File: config.mk
export PLATFORM = sky130hd
export DESIGN_NAME = melody_sequencer
export DESIGN_NICKNAME = d
export VERILOG_FILES = /design/src/rtl/melody_sequencer.sv
export SDC_FILE = /design/constraint.sdc
export NUM_CORES = 1
export LEC_CHECK = 0
export CAP_MARGIN = 0
export CELL_PAD_IN_SITES_DETAIL_PLACEMENT = 0
export CELL_PAD_IN_SITES_GLOBAL_PLACEMENT = 1
export CORE_MARGIN = 3
export CORE_UTILIZATION = 30
export DETAILED_ROUTE_END_ITERATION = 8
export PLACE_DENSITY_LB_ADDON = 0.1
export SYNTH_ARGS = -nofsm -noshare
export SYNTH_HDL_FRONTEND = slang
export SYNTH_SLANG_ARGS = --single-unit
File: constraint.sdc
create_clock -name clk -period 2.1 [get_ports clk]
set_input_delay 0.63 -clock clk [delete_from_list [all_inputs] [get_ports clk]]
set_output_delay 0.63 -clock clk [all_outputs]
set_load 0.02 [all_outputs]
File: src/rtl/melody_sequencer.sv
// Melody ROM walker: emits note_code/note_on per ROM entry, each lasting length*TICK_DIV clocks.
// Latency: note_on rises 2 clocks after the edge that samples start; every note adds FETCH+LOAD overhead.
// No backpressure: the tone generator consumes note_code/note_on as levels; stop aborts at once.
module melody_sequencer #(
   parameter int TICK_DIV  = 750000,
   parameter int ADDR_W    = 5,
   parameter int GAP_TICKS = 1
) (
   input  logic              clk,
   input  logic              rst_n,
   input  logic              start,
   input  logic              stop,
   input  logic              loop_en,
   output logic [ADDR_W-1:0] rom_addr,
   input  logic [9:0]        rom_data,
   output logic [5:0]        note_code,
   output logic              note_on,
   output logic              busy,
   output logic              done
);

   localparam logic [1:0] S_IDLE  = 2'd0;
   localparam logic [1:0] S_FETCH = 2'd1;
   localparam logic [1:0] S_LOAD  = 2'd2;
   localparam logic [1:0] S_PLAY  = 2'd3;

   localparam int              PW       = (TICK_DIV > 1) ? $clog2(TICK_DIV) : 1;
   localparam logic [PW-1:0]   TICK_MAX = PW'(TICK_DIV - 1);
   localparam logic [3:0]      GAP      = 4'(GAP_TICKS);
   localparam logic [4:0]      GAP1     = 5'(GAP_TICKS + 1);
   localparam logic [ADDR_W-1:0] ADDR_MAX = {ADDR_W{1'b1}};

   logic [1:0]    state;
   logic [PW-1:0] prescaler;
   logic [3:0]    remaining;
   logic          gap_ok;
   logic          wrap_end;

   assign busy = (state != S_IDLE);

   always_ff @(posedge clk or negedge rst_n) begin
      if (!rst_n) begin
         state     <= S_IDLE;
         rom_addr  <= '0;
         note_code <= '0;
         note_on   <= 1'b0;
         done      <= 1'b0;
         prescaler <= '0;
         remaining <= '0;
         gap_ok    <= 1'b0;
         wrap_end  <= 1'b0;
      end else begin
         done <= 1'b0;
         if (stop) begin
            state     <= S_IDLE;
            rom_addr  <= '0;
            note_code <= '0;
            note_on   <= 1'b0;
            prescaler <= '0;
            remaining <= '0;
            wrap_end  <= 1'b0;
         end else begin
            case (state)
               S_IDLE: begin
                  rom_addr <= '0;
                  if (start) state <= S_FETCH;
               end
               S_FETCH: state <= S_LOAD;
               S_LOAD: begin
                  wrap_end <= 1'b0;
                  // An address wrap arrives here with stale rom_data; it ends the song like a marker.
                  if (wrap_end || rom_data[3:0] == 4'd0) begin
                     rom_addr <= '0;
                     if (loop_en) begin
                        state <= S_FETCH;
                     end else begin
                        done  <= 1'b1;
                        state <= S_IDLE;
                     end
                  end else begin
                     note_code <= rom_data[9:4];
                     remaining <= rom_data[3:0];
                     prescaler <= '0;
                     note_on   <= |rom_data[9:4];
                     gap_ok    <= rom_data[3:0] > GAP;
                     state     <= S_PLAY;
                  end
               end
               S_PLAY: begin
                  if (prescaler == TICK_MAX) begin
                     prescaler <= '0;
                     if (remaining == 4'd1) begin
                        note_on <= 1'b0;
                        if (rom_addr == ADDR_MAX) begin
                           rom_addr <= '0;
                           wrap_end <= 1'b1;
                           state    <= S_LOAD;
                        end else begin
                           rom_addr <= rom_addr + 1'b1;
                           state    <= S_FETCH;
                        end
                     end else begin
                        remaining <= remaining - 4'd1;
                        // Entering the trailing GAP_TICKS of the note: silence it for articulation.
                        if (gap_ok && {1'b0, remaining} == GAP1) note_on <= 1'b0;
                     end
                  end else begin
                     prescaler <= prescaler + 1'b1;
                  end
               end
               default: state <= S_IDLE;
            endcase
         end
      end
   end

endmodule
==> results_dict.tcl <==
set metrics [dict create \
    synth_edf_count 0 \
    dpl_cell_area_sq_um 3260 \
    port_buffers 28 \
    finalWorstSetupSlack_ns -0.0270 \
    synth_async_sr_flop_share_pct 100 \
    place_congestion 0.775 \
    synth_cell_types 56 \
    grt_max_degree 42 \
    period_needed_ns 2.13 \
    nNetsFinal 382 \
    arrival_ns 2.36 \
    cp_slowest_cell "or4_4" \
    synth-warning-count 0 \
    wl_per_cell_um 14.8 \
    numCtsBuffers 5 \
    whs_ns 0.295 \
    worstSetupEndpointType "flip-flop" \
    total_leakage_power_nw 1.55 \
    insertedDiodeCount 0 \
    layout-drive-gt1-share_pct 27.9 \
    coreArea_sq_um 7930 \
    status "finished, violations left" \
    clock_latency_ns 0.30 \
    p_per_area_nw_per_um2 749 \
    worstSetupStartpoint "remaining[1]$_DFFE_PN0P_" \
    ir_drop_uv 249 \
    synth.top_cell.area_share_pct 41.0 \
    yosys-top-cells-area "dfrtp_1 41%, ha_1 5.0%, o21ai_0 4.6%, a31oi_1 4.5%, a21oi_1 3.6%" \
    ys_top_cells_by_count "41 x dfrtp_1, 23 x o21ai_0, 22 x nor2_1" \
    groute.usage.overall_pct 15.0 \
    finalCritPeriodShare_pct 101 \
    nFillCells 812 \
    htreeDepth 2 \
    instances_no_fill 460 \
    violations "negative setup slack" \
    die_y_um 97.3 \
    wirelength_mm 6.81 \
    critPathRequiredTime_ns 2.33 \
    fp.dieW_um 97.3 \
    tns_ns -0.0270 \
    clock-sinks 41 \
    grt_pass1_wl_mm 11.7 \
    drtIter0Drc 67 \
    rsz0062_at_grt "true" \
    crit_type "flip-flop to flip-flop" \
    relSlewSlack_pct 64.9 \
    critical_path.max_stage_delay_ns 0.56 \
    critPathMaxFanout 3 \
    setup_viol 1 \
    start_util_pct 31.5 \
    num_rows 32 \
    syn_to_final_growth_pct 39.3 \
    ios 29 \
    cts_tree "built" \
    cap_violations 0 \
    cts_root_buffer "clkbuf_8" \
    worstPathCellList "inv_2 -> ha_4 -> or3b_4 -> nor3_4 -> nand2_2 -> or4_4 -> a31oi_4" \
    fmax_mhz 470 \
    cts_buffer_depth 2 \
    post-place-cells 448 \
    fin_area_sq_um 3480 \
    synth_top_area_cell "dfrtp_1" \
    dp_hpwl_mm 5.02 \
    cp-start-kind "flip-flop" \
    skew_ns 0.00755 \
    route.detailed.drc 0 \
    yosysMostFrequentCell "dfrtp_1" \
    grt_pass1_vias 2389 \
    drt-pass1-iter-count 4 \
    clk_pin_slew_ns 0.09 \
    num_vias 2364 \
    slew_viol_final 0 \
    final_util_pct 44.0 \
    netlist_area_sq_um 2500 \
    viasPerCell 5.14 \
    ys_seq_area_share_pct 41.0 \
    synthFlopType "dfrtp_1" \
    gr-total-overflow 0 \
    ant_nets 0 \
    worstMarginPinSlew_ns 0.523 \
    synthCells 275 \
    fp.dieArea_sq_um 9470 \
    synth_nets 300 \
    antenna_found_initial 0 \
    synth-seq-cells 41 \
    hold_class "primary input to async pin" \
    worstReg2RegStart "remaining[1]$_DFFE_PN0P_" \
    avgSynthCellArea_sq_um 9.10 \
    final_hold_viol_count 0 \
]
==> critical path: cells and delay by family (launching register included) <==
kind	cells	cell delay, ns
and+or+nand+nor	4	1.26
buffers and inverters	1	0.08
DFF	1	0.40
AOI/OAI and AO/OA	1	0.18
adders and majority gates	1	0.12
==> metrics by stage <==
step	setup WS [ns]	total power [mW]
after global placement	-0.572	1.98
after CTS	-0.00264	2.61
after detailed placement	-0.600	1.97
after global routing	-0.100	2.81
final	-0.0270	2.61
after floorplan	-0.0500	1.48
==> final timing paths <==
path,slack (ns),depth (start not counted),endpoint
min,0.30,2,state[1]$_DFFE_PN0P_
min reg2reg,0.52,1,rom_addr[3]$_DFFE_PN0P_
max reg2reg,-0.03,7,rom_addr[0]$_DFFE_PN0P_
max in group asynchronous,1.58,2,prescaler[10]$_DFFE_PN0P_
max,-0.03,7,rom_addr[0]$_DFFE_PN0P_
min in group clk,0.52,1,rom_addr[3]$_DFFE_PN0P_
==> what timing repair did <==
item / 4_1_cts / 5_1_grt
setup endpoints to repair: 38 / 21
hold buffers: 0 / 0
buffers inserted: 0 / 3
gates resized for setup: 15 / 23
pin swaps: 9 / 10
gates cloned: 1 / 0
==> placed cells by master, fill, tap and decap left out, types with 4 or more instances in the layout <==
cell             instances
clkdlybuf4s50_1         21
xor2_1                   4
o21ai_0                 20
dfrtp_1                 40
buf_4                   54
nand2b_1                 5
a21oi_1                 17
nand2_1                 15
ha_1                     9
or3_1                    5
clkbuf_2                 4
clkbuf_8                 7
nand3_1                 10
nor3_1                  10
nand4_1                  7
a31oi_1                 17
inv_1                   12
mux2i_1                  6
nor2_1                  22
==> logic make-up (layout without fill, tap and decap cells) <==
logic type | count (synthesis) | count (layout) | synth area share [%]
AO/OA/AOI/OAI | 76 | 76 | 18.6
XOR/XNOR | 4 | 4 | 1.40
adder cells (fa/ha/maj) | 10 | 10 | 5.00
buffers and inverters | 24 | 107 | 4.55
flip-flops | 41 | 41 | 41.0
multiplexers | 8 | 8 | 3.30
AND/OR/NAND/NOR | 112 | 112 | 26.2
==> power by group <==
part / total, mW / internal (mW) / switching (mW)
Sequential: 0.907 / 0.858 / 0.0487
Clock: 0.588 / 0.298 / 0.290
Combinational: 1.12 / 0.537 / 0.579
Total: 2.61 / 1.69 / 0.918
==> registers in the layout, summed over array words and instances, names as in the netlist <==
signal	cells
wrap_end	1
prescaler	20
rom_addr	5
done	1
note_on	1
gap_ok	1
state	2
remaining	4
note_code	6
==> per-layer routing <==
metal	global-route usage (%)	wire, um	share of wire, %	vias to the layer above
met5	0	0	0	-
met4	4.15	77	1.1	0
met3	2.73	203	3.0	8
met2	24.5	3210	47	27
li1	-	-	-	1198
met1	20.4	3320	49	1131
==> cell type report <==
cell class	count	area, sq um	share of cell area (%)
Clock inverter	1	5.00	0.144
Timing Repair Buffer	86	709	20.4
Clock buffer	7	96.3	2.76
Inverter	13	48.8	1.40
Sequential cell	41	1030	29.5
Tap cell	102	128	3.66
Multi-Input combinational cell	210	1470	42.2
Note: power is estimated with default switching activity, not from simulation.
